`src/rtl/onehot_decoder_seq.sv`:
```
// Registered N-to-2^N one-hot decoder with a dwell/sweep sequencer.
// Accepts one command at a time over valid/ready; out is one-hot while active, zero otherwise.
module onehot_decoder_seq #(
  parameter int unsigned N     = 3,
  parameter int unsigned DWELL = 1
) (
  input  logic              clk,
  input  logic              rst_n,
  input  logic              en,
  input  logic              in_valid,
  output logic              in_ready,
  input  logic [N-1:0]      sel,
  input  logic [1:0]        mode,
  input  logic [N:0]        len,
  output logic [2**N-1:0]   out,
  output logic              busy,
  output logic              done
);

  localparam int unsigned OUTS = 2**N;
  localparam int unsigned DW   = $clog2(DWELL + 1);

  localparam logic [N:0] LenMax = {1'b1, {N{1'b0}}};

  localparam logic [1:0] StIdle   = 2'd0;
  localparam logic [1:0] StActive = 2'd1;
  localparam logic [1:0] StDone   = 2'd2;

  logic [1:0]      state_q, state_d;
  logic [N-1:0]    idx_q, idx_d;
  logic            down_q, down_d;
  logic [N:0]      len_q, len_d;
  logic [N:0]      line_q, line_d;
  logic [DW-1:0]   dwell_q, dwell_d;
  logic [OUTS-1:0] out_q, out_d;
  logic            busy_q, busy_d;
  logic            done_q, done_d;

  logic            accept;
  logic            is_sweep;
  logic [N:0]      len_eff;
  logic [N:0]      line_next;
  logic            dwell_last;

  assign in_ready   = (state_q != StActive);
  assign accept     = in_valid & in_ready & en;
  assign is_sweep   = (mode == 2'b01) || (mode == 2'b10);
  assign line_next  = line_q + (N+1)'(1);
  assign dwell_last = (dwell_q == DW'(DWELL - 1));

  // Single mode (00/11) always runs exactly one line; sweeps clamp 0 and oversize to OUTS.
  always_comb begin
    len_eff = (N+1)'(1);
    if (is_sweep) begin
      if (len == '0 || len > LenMax) begin
        len_eff = LenMax;
      end else begin
        len_eff = len;
      end
    end
  end

  always_comb begin
    state_d = state_q;
    idx_d   = idx_q;
    down_d  = down_q;
    len_d   = len_q;
    line_d  = line_q;
    dwell_d = dwell_q;

    case (state_q)
      StIdle, StDone: begin
        state_d = StIdle;
        if (accept) begin
          state_d = StActive;
          idx_d   = sel;
          down_d  = (mode == 2'b10);
          len_d   = len_eff;
          line_d  = '0;
          dwell_d = '0;
        end
      end
      StActive: begin
        // With en low every counter holds, so the command resumes exactly where it paused.
        if (en) begin
          if (dwell_last) begin
            dwell_d = '0;
            line_d  = line_next;
            if (line_next == len_q) begin
              state_d = StDone;
            end else if (down_q) begin
              idx_d = idx_q - N'(1);
            end else begin
              idx_d = idx_q + N'(1);
            end
          end else begin
            dwell_d = dwell_q + DW'(1);
          end
        end
      end
      default: state_d = StIdle;
    endcase
  end

  // Outputs are decoded from next state so they are registered without a cycle of lag.
  always_comb begin
    out_d = '0;
    if (state_d == StActive) begin
      out_d[idx_d] = 1'b1;
    end
    busy_d = (state_d == StActive);
    done_d = (state_d == StDone);
  end

  always_ff @(posedge clk or negedge rst_n) begin
    if (!rst_n) begin
      state_q <= StIdle;
      idx_q   <= '0;
      down_q  <= 1'b0;
      len_q   <= '0;
      line_q  <= '0;
      dwell_q <= '0;
      out_q   <= '0;
      busy_q  <= 1'b0;
      done_q  <= 1'b0;
    end else begin
      state_q <= state_d;
      idx_q   <= idx_d;
      down_q  <= down_d;
      len_q   <= len_d;
      line_q  <= line_d;
      dwell_q <= dwell_d;
      out_q   <= out_d;
      busy_q  <= busy_d;
      done_q  <= done_d;
    end
  end

  assign out  = out_q;
  assign busy = busy_q;
  assign done = done_q;

endmodule

```
`config.mk`:
```
export PLATFORM = sky130hd
export DESIGN_NAME = onehot_decoder_seq
export DESIGN_NICKNAME = d
export VERILOG_FILES = /design/src/rtl/onehot_decoder_seq.sv
export SDC_FILE = /design/constraint.sdc
export NUM_CORES = 1
export LEC_CHECK = 0
export ABC_CLOCK_PERIOD_IN_PS = 2300
export CAP_MARGIN = 20
export CELL_PAD_IN_SITES_DETAIL_PLACEMENT = 1
export CELL_PAD_IN_SITES_GLOBAL_PLACEMENT = 1
export CORE_MARGIN = 2
export CORE_UTILIZATION = 39
export CTS_CLUSTER_SIZE = 14
export DETAILED_ROUTE_END_ITERATION = 6
export GPL_ROUTABILITY_DRIVEN = 0
export PLACE_DENSITY = 0.8
export SLEW_MARGIN = 20
export SYNTH_ARGS = -nofsm -noshare
export SYNTH_HDL_FRONTEND = slang
export SYNTH_SLANG_ARGS = --single-unit
```
`constraint.sdc`:
```
create_clock -name clk -period 2.3 [get_ports clk]
set_input_delay 0.23 -clock clk [delete_from_list [all_inputs] [get_ports clk]]
set_output_delay 0.23 -clock clk [all_outputs]
set_load 0.02 [all_outputs]
```
# Yosys cells after proc, flatten, opt, wreduce, memory -nomap -nowiden
# Cells that the tools add are included.
# totals
reg_bits	25
latch_bits	0
ramBits	0
rom_bits	0
in_bits	13
output_inout_bits	11
elab_cells	63
mem_count	0
# classes
addsub	4
n_mul	0
div	0
n_lt_le_gt_ge	3
n_eq_ne	11
n_shift	0
muxes	24
bitwise_logic	2
n_reduce_logical	10
# ops
op	n
4-bit two-way mux	5
3-bit two-way mux	5
8-bit two-way mux	1
4-bit one-hot mux with 2 select lines	1
2-bit by 1-bit == test with 1-bit output (second input constant)	3
2-bit == test (second input constant)	3
2-bit two-way mux	3
2-bit != test (second input constant)	3
3-bit one-hot mux with 2 select lines	1
1-bit two-way mux	5
4-bit by 1-bit adder with 4-bit output (second input constant)	1
4-bit == test	1
4-bit greater-than comparator (second input constant)	1
4-bit zero test	1
3-bit by 4-bit less-than comparator with 1-bit output (second input constant)	1
2-bit one-hot mux with 2 select lines	1
4-bit AND reduction	1
3-bit by 1-bit adder with 3-bit output (second input constant)	1
1-bit demux with 3-bit select	1
3-bit by 1-bit greater-or-equal comparator with 1-bit output (second input constant)	1
3-bit AND reduction	1
3-bit by 1-bit subtractor with 3-bit output (second input constant)	1
1-bit bitwise AND	2
2-bit zero test	1
8 further kinds	9

# Depth between registers and ports, before layout
# Gate-level depths: netlist (run 1).
# logic_depth
ltp_word	11
mapped_depth	7
ltp_nobuf	7

# Worst setup path after synthesis (run 1)
# OpenSTA, ideal clock, no wires.
# synth_path
path_type	flip-flop to flip-flop
start	register idx_q[0]
end	register out_q[7], in the netlist out[7]
setup_ps	139
arrival_time_ps	1698
required_ps	2161
path_slack_ps	462
path_stages_with_launch	7
path_buffers	0
synth_period_minus_slack_ps	1838
path_cell_list	dfrtp_1 -> fa_1 -> xor2_1 -> nand3_1 -> a211o_2 -> o211ai_2 -> nor4_1
# synth_via
elab_chain_len	11
word_cells_on_any_way	14
classes_between	add/sub: 2; order compare: 2; mux: 9; reduce/logical: 1
# synth_lines
element	line_no	text
start, declared	30	logic [N-1:0] idx_q, idx_d;
start signal, assigned	128	idx_q <= idx_d;
3-bit by 1-bit adder with 3-bit output or 3-bit by 1-bit subtractor with 3-bit output (tied branches)	94, 92	
3-bit two-way mux	91	end else if (down_q) begin
3-bit two-way mux	89	if (line_next == len_q) begin
3-bit two-way mux	86	if (dwell_last) begin
3-bit two-way mux	85	if (en) begin
3-bit one-hot mux with 2 select lines *	71	case (state_q)
3-bit by 4-bit less-than comparator with 1-bit output (not written as such) or 3-bit by 1-bit greater-or-equal comparator with 1-bit output (tied branches)	109	out_d[idx_d] = 1'b1;
1-bit logical AND (not written as such)	109	
1-bit two-way mux (not written as such)	109	
1-bit demux with 3-bit select *	109	
8-bit two-way mux *	108	if (state_d == StActive) begin
net out_d[7]	35	logic [OUTS-1:0] out_q, out_d;
end signal, assigned	133	out_q <= out_d;
end, declared	35	
# The timed path passes the listed nets; every way through them passes the cells marked *.
# A chain may end at the register's enable or synchronous reset.

# Worst setup path in the final report (run 1)
# layout_path
start	register line_q[0]
end	register out_q[2], in the netlist out[2]
# layout_via
elab_chain_len	11
word_cells_on_any_way	17
classes_between	add/sub: 1; order compare: 2; eq/ne: 2; mux: 11; reduce/logical: 1
# layout_lines
element	line_no	text
start, declared	33	logic [N:0] line_q, line_d;
start signal, assigned	131	line_q <= line_d;
4-bit by 1-bit adder with 4-bit output *	48	assign line_next = line_q + (N+1)'(1);
4-bit == test *	89	
3-bit two-way mux *	89	
3-bit two-way mux *	86	
3-bit two-way mux *	85	
3-bit one-hot mux with 2 select lines *	71	
net idx_d[0]	30	
3-bit by 4-bit less-than comparator with 1-bit output (not written as such) or 3-bit by 1-bit greater-or-equal comparator with 1-bit output (tied branches)	109	
1-bit logical AND (not written as such)	109	
1-bit two-way mux (not written as such)	109	
1-bit demux with 3-bit select *	109	
8-bit two-way mux *	108	
net out_d[2]	35	
# Marks and branches as above.

==> results.tsv, run 1 <==
metric	value	unit
status	finished, final reports clean	
number of cell rows	20	
Post-synth top flop	dfrtp_1	
diodes inserted	0	
number of antenna violations at the first check in global routing	0	
clock tree skew after final layout	0.00472	ns
minimum clock period	2.23	ns
EDFF count, synth	0	
leak pwr	0.733	nW
Finished Cell Area	0.00165	mm²
die span in x	60.8	µm
sinks on the clock net	24	
Cells after Synth	126	
count of max-cap constraint violations	0	
Vert. Die Dim	60.8	µm
die area	0.00369	mm²
final standard cell count with taps included and fillers excluded	200	
average cell area after synthesis	9.98	µm²
global-route wire length before repair	5.36	mm
gr ovfl total	0	
number of hold violations in the final report	0	
port bufs	23	
maximum VDD drop	594	µV
aggregate routed wire length	3.42	mm
Routed Antenna Nets	0	
fill cell instance count of the final layout	361	
deepest level of the CTS H-tree	1	
critical path peak fanout	5	
highest achievable clock rate	448	MHz
critical path launch point type	flop	
data arrival time at the worst-slack endpoint	2.46	ns
post-DR wirelength/cell	17.1	µm
Vias	1072	
Root Buffer	clkbuf_4	
netlist area before placement	0.00126	mm²
number of distinct library cells after synthesis	39	
post-placement cell area	0.00156	mm²
Inserted Clock Buffers	3	
clk_lat worst skew	0.33	ns
Max clock buf depth	2	
synthesis-to-layout area growth	31.2	%
Async SR Flop Fraction	100	%
via count of the first global-routing pass	1094	
relative slew slack	72.0	%
post-synth top area share	47.8	%
number of nets in the layout	173	
share of cells above drive strength 1	15.4	%
part of the cycle the worst path needs	97.1	%
post-route worst setup slack	0.0674	ns
Detail Placement HPWL	2.46	mm
final setup violation count	0	
clock slew at the register clock pins of the worst setup and hold paths	0.14	ns
critical path class	flop to flop	
sort of element at the end of the critical path	flop	
pwr/cell area	1460	mW/mm²
routed via count divided by cell count	5.36	
Slew Limit Fails	0	
DRC errors left	0	
minimum hold slack	0.247	ns
class of the most critical hold timing path	input port to async pin	
synthesized net count	142	
drt first-iter violations	41	
Worst Setup Slack post-DPL	0.103	ns
drt first pass iters	4	
initial standard-cell utilization of the core	41.2	%
Overall Power	2.40	mW
I/O Pins	24	
sequential area share after synthesis	47.8	%
post-synthesis cell type with the largest combined area	dfrtp_1	
number of flip-flops and latches in the synthesized netlist	24	
number of warnings reported in the yosys synthesis log	0	
actual transition at the worst max-transition pin	0.418	ns
cell count after placement	195	
pin count of the biggest net entering global routing	25	
CTS tree	done	
leading post-synthesis cells by cell area	dfrtp_1, nand2_1, o21ai_0, inv_1, nand3_1	
Core Region	0.00305	mm²
number of hold buffers added after CTS	0	
Critical Path RT	2.53	ns
GRT Total Usage	20.3	%
==> final cells by class <==
class                      instances  area, µm²  share of cell area (%)
tap                               44       55.1                    3.34
clock inverter                     1       30.0                    1.82
timing repair buffer              28        268                    16.2
inverter                          11       41.3                    2.50
sequential                        24        602                    36.5
multi-input combinational         89        632                    38.3
clock buffer                       3       22.5                    1.36
==> placed cells by master, fill, tap and decap left out, types with 2 or more instances in the layout <==
cell and instances:
a21oi_1 5, buf_4 5, clkbuf_4 3, clkdlybuf4s50_1 23
dfrtp_1 23, ha_1 2, inv_1 10, mux2i_1 2
nand2_1 16, nand3_1 7, nor2_1 8, nor3_1 7
o21ai_0 11, o31ai_1 2, o32ai_1 2, xor2_2 3
==> critical path, stage by stage, from the launching register on <==
cell	delay, ns
dfrtp_2	0.47
ha_1	0.35
xnor2_2	0.17
and3_4	0.23
nand2_2	0.10
o311ai_4	0.41
inv_2	0.11
nor3_1	0.29
==> where the power goes <==
group / total [mW] / switching [mW] / internal [mW] / leakage, nW
logic: 1.36 / 0.800 / 0.561 / 0.394
clock network: 0.313 / 0.137 / 0.176 / 0.0279
registers: 0.730 / 0.151 / 0.578 / 0.311
==> cells in the mapped netlist, drive strengths merged, types with 4 or more instances <==
cell / count
o21ai: 11
nand3: 7
nand2: 17
dfrtp: 24
nor3: 7
inv: 11
xor2: 4
a21oi: 5
nor2: 8
==> flip-flops by register name, indices dropped and copies added (netlist names) <==
name,flops
busy,1
done,1
down_q,1
idx_q,3
len_q,4
line_q,4
out,8
state_q,2
==> cell families after synthesis <==
kind of cell | Yosys count | synth area share [%]
adders and majority gates | 3 | 3.58
muxes | 2 | 1.59
and+or+nand+nor | 47 | 18.1
xor gates and xnor gates | 7 | 7.16
AOI/OAI and AO/OA | 30 | 17.8
DFF | 24 | 47.8
buffers and inverters | 13 | 3.98
==> per-layer routing <==
| layer | vias to the layer above | wire length, µm | part of all wire [%] | GRT usage [%] |
|---|---|---|---|---|
| met5 | - | 0 | 0 | 0 |
| met4 | 0 | 50 | 1.5 | 7.14 |
| met3 | 6 | 130 | 3.8 | 3.84 |
| met2 | 31 | 1710 | 50 | 32.0 |
| met1 | 534 | 1520 | 45 | 27.9 |
| li1 | 501 | - | - | - |
==> worst paths after layout <==
path                       cells past startpoint  startpoint         to  slack (ns)
max in group asynchronous                      2       rst_n  line_q[0]        1.80
min in group clk                               3      len[1]   len_q[1]        0.48
min                                            2       rst_n     out[7]        0.25
min reg2reg                                    1   line_q[2]  line_q[2]        0.54
max                                            7   line_q[0]     out[2]        0.07
max reg2reg                                    7   line_q[0]     out[2]        0.07
==> metrics by stage <==
step,TNS [ns],utilization (%)
2_1_floorplan,0,-
3_3_place_gp,0,51.2
3_5_place_dp,0,51.2
4_1_cts,0,53.0
5_1_grt,-0.0767,54.1
6_report,0,54.1
==> timing repair <==
| item | 4_1_cts | 5_1_grt |
|---|---|---|
| buffers inserted | 0 | 1 |
| resized for setup | 0 | 5 |
| setup endpoints to repair | 0 | 4 |
Power figures use the tool's default switching activity.
==> run 2: changes to the inputs <==
--- a/config.mk
+++ b/config.mk
@@ -11,6 +11,7 @@
 export CELL_PAD_IN_SITES_GLOBAL_PLACEMENT = 1
 export CORE_MARGIN = 2
 export CORE_UTILIZATION = 39
+export CTS_CLUSTER_DIAMETER = 80
 export CTS_CLUSTER_SIZE = 14
 export DETAILED_ROUTE_END_ITERATION = 6
 export GPL_ROUTABILITY_DRIVEN = 0
==> results of run 2 <==
Same layout as run 1: the final DEF is identical, and so are final timing and power.
==> run 3: changes to the inputs <==
--- a/config.mk
+++ b/config.mk
@@ -6,7 +6,7 @@
 export NUM_CORES = 1
 export LEC_CHECK = 0
 export ABC_CLOCK_PERIOD_IN_PS = 2300
-export CAP_MARGIN = 20
+export CAP_MARGIN = 10
 export CELL_PAD_IN_SITES_DETAIL_PLACEMENT = 1
 export CELL_PAD_IN_SITES_GLOBAL_PLACEMENT = 1
 export CORE_MARGIN = 2
==> results of run 3 <==
Same layout as run 1: the final DEF is identical, and so are final timing and power.
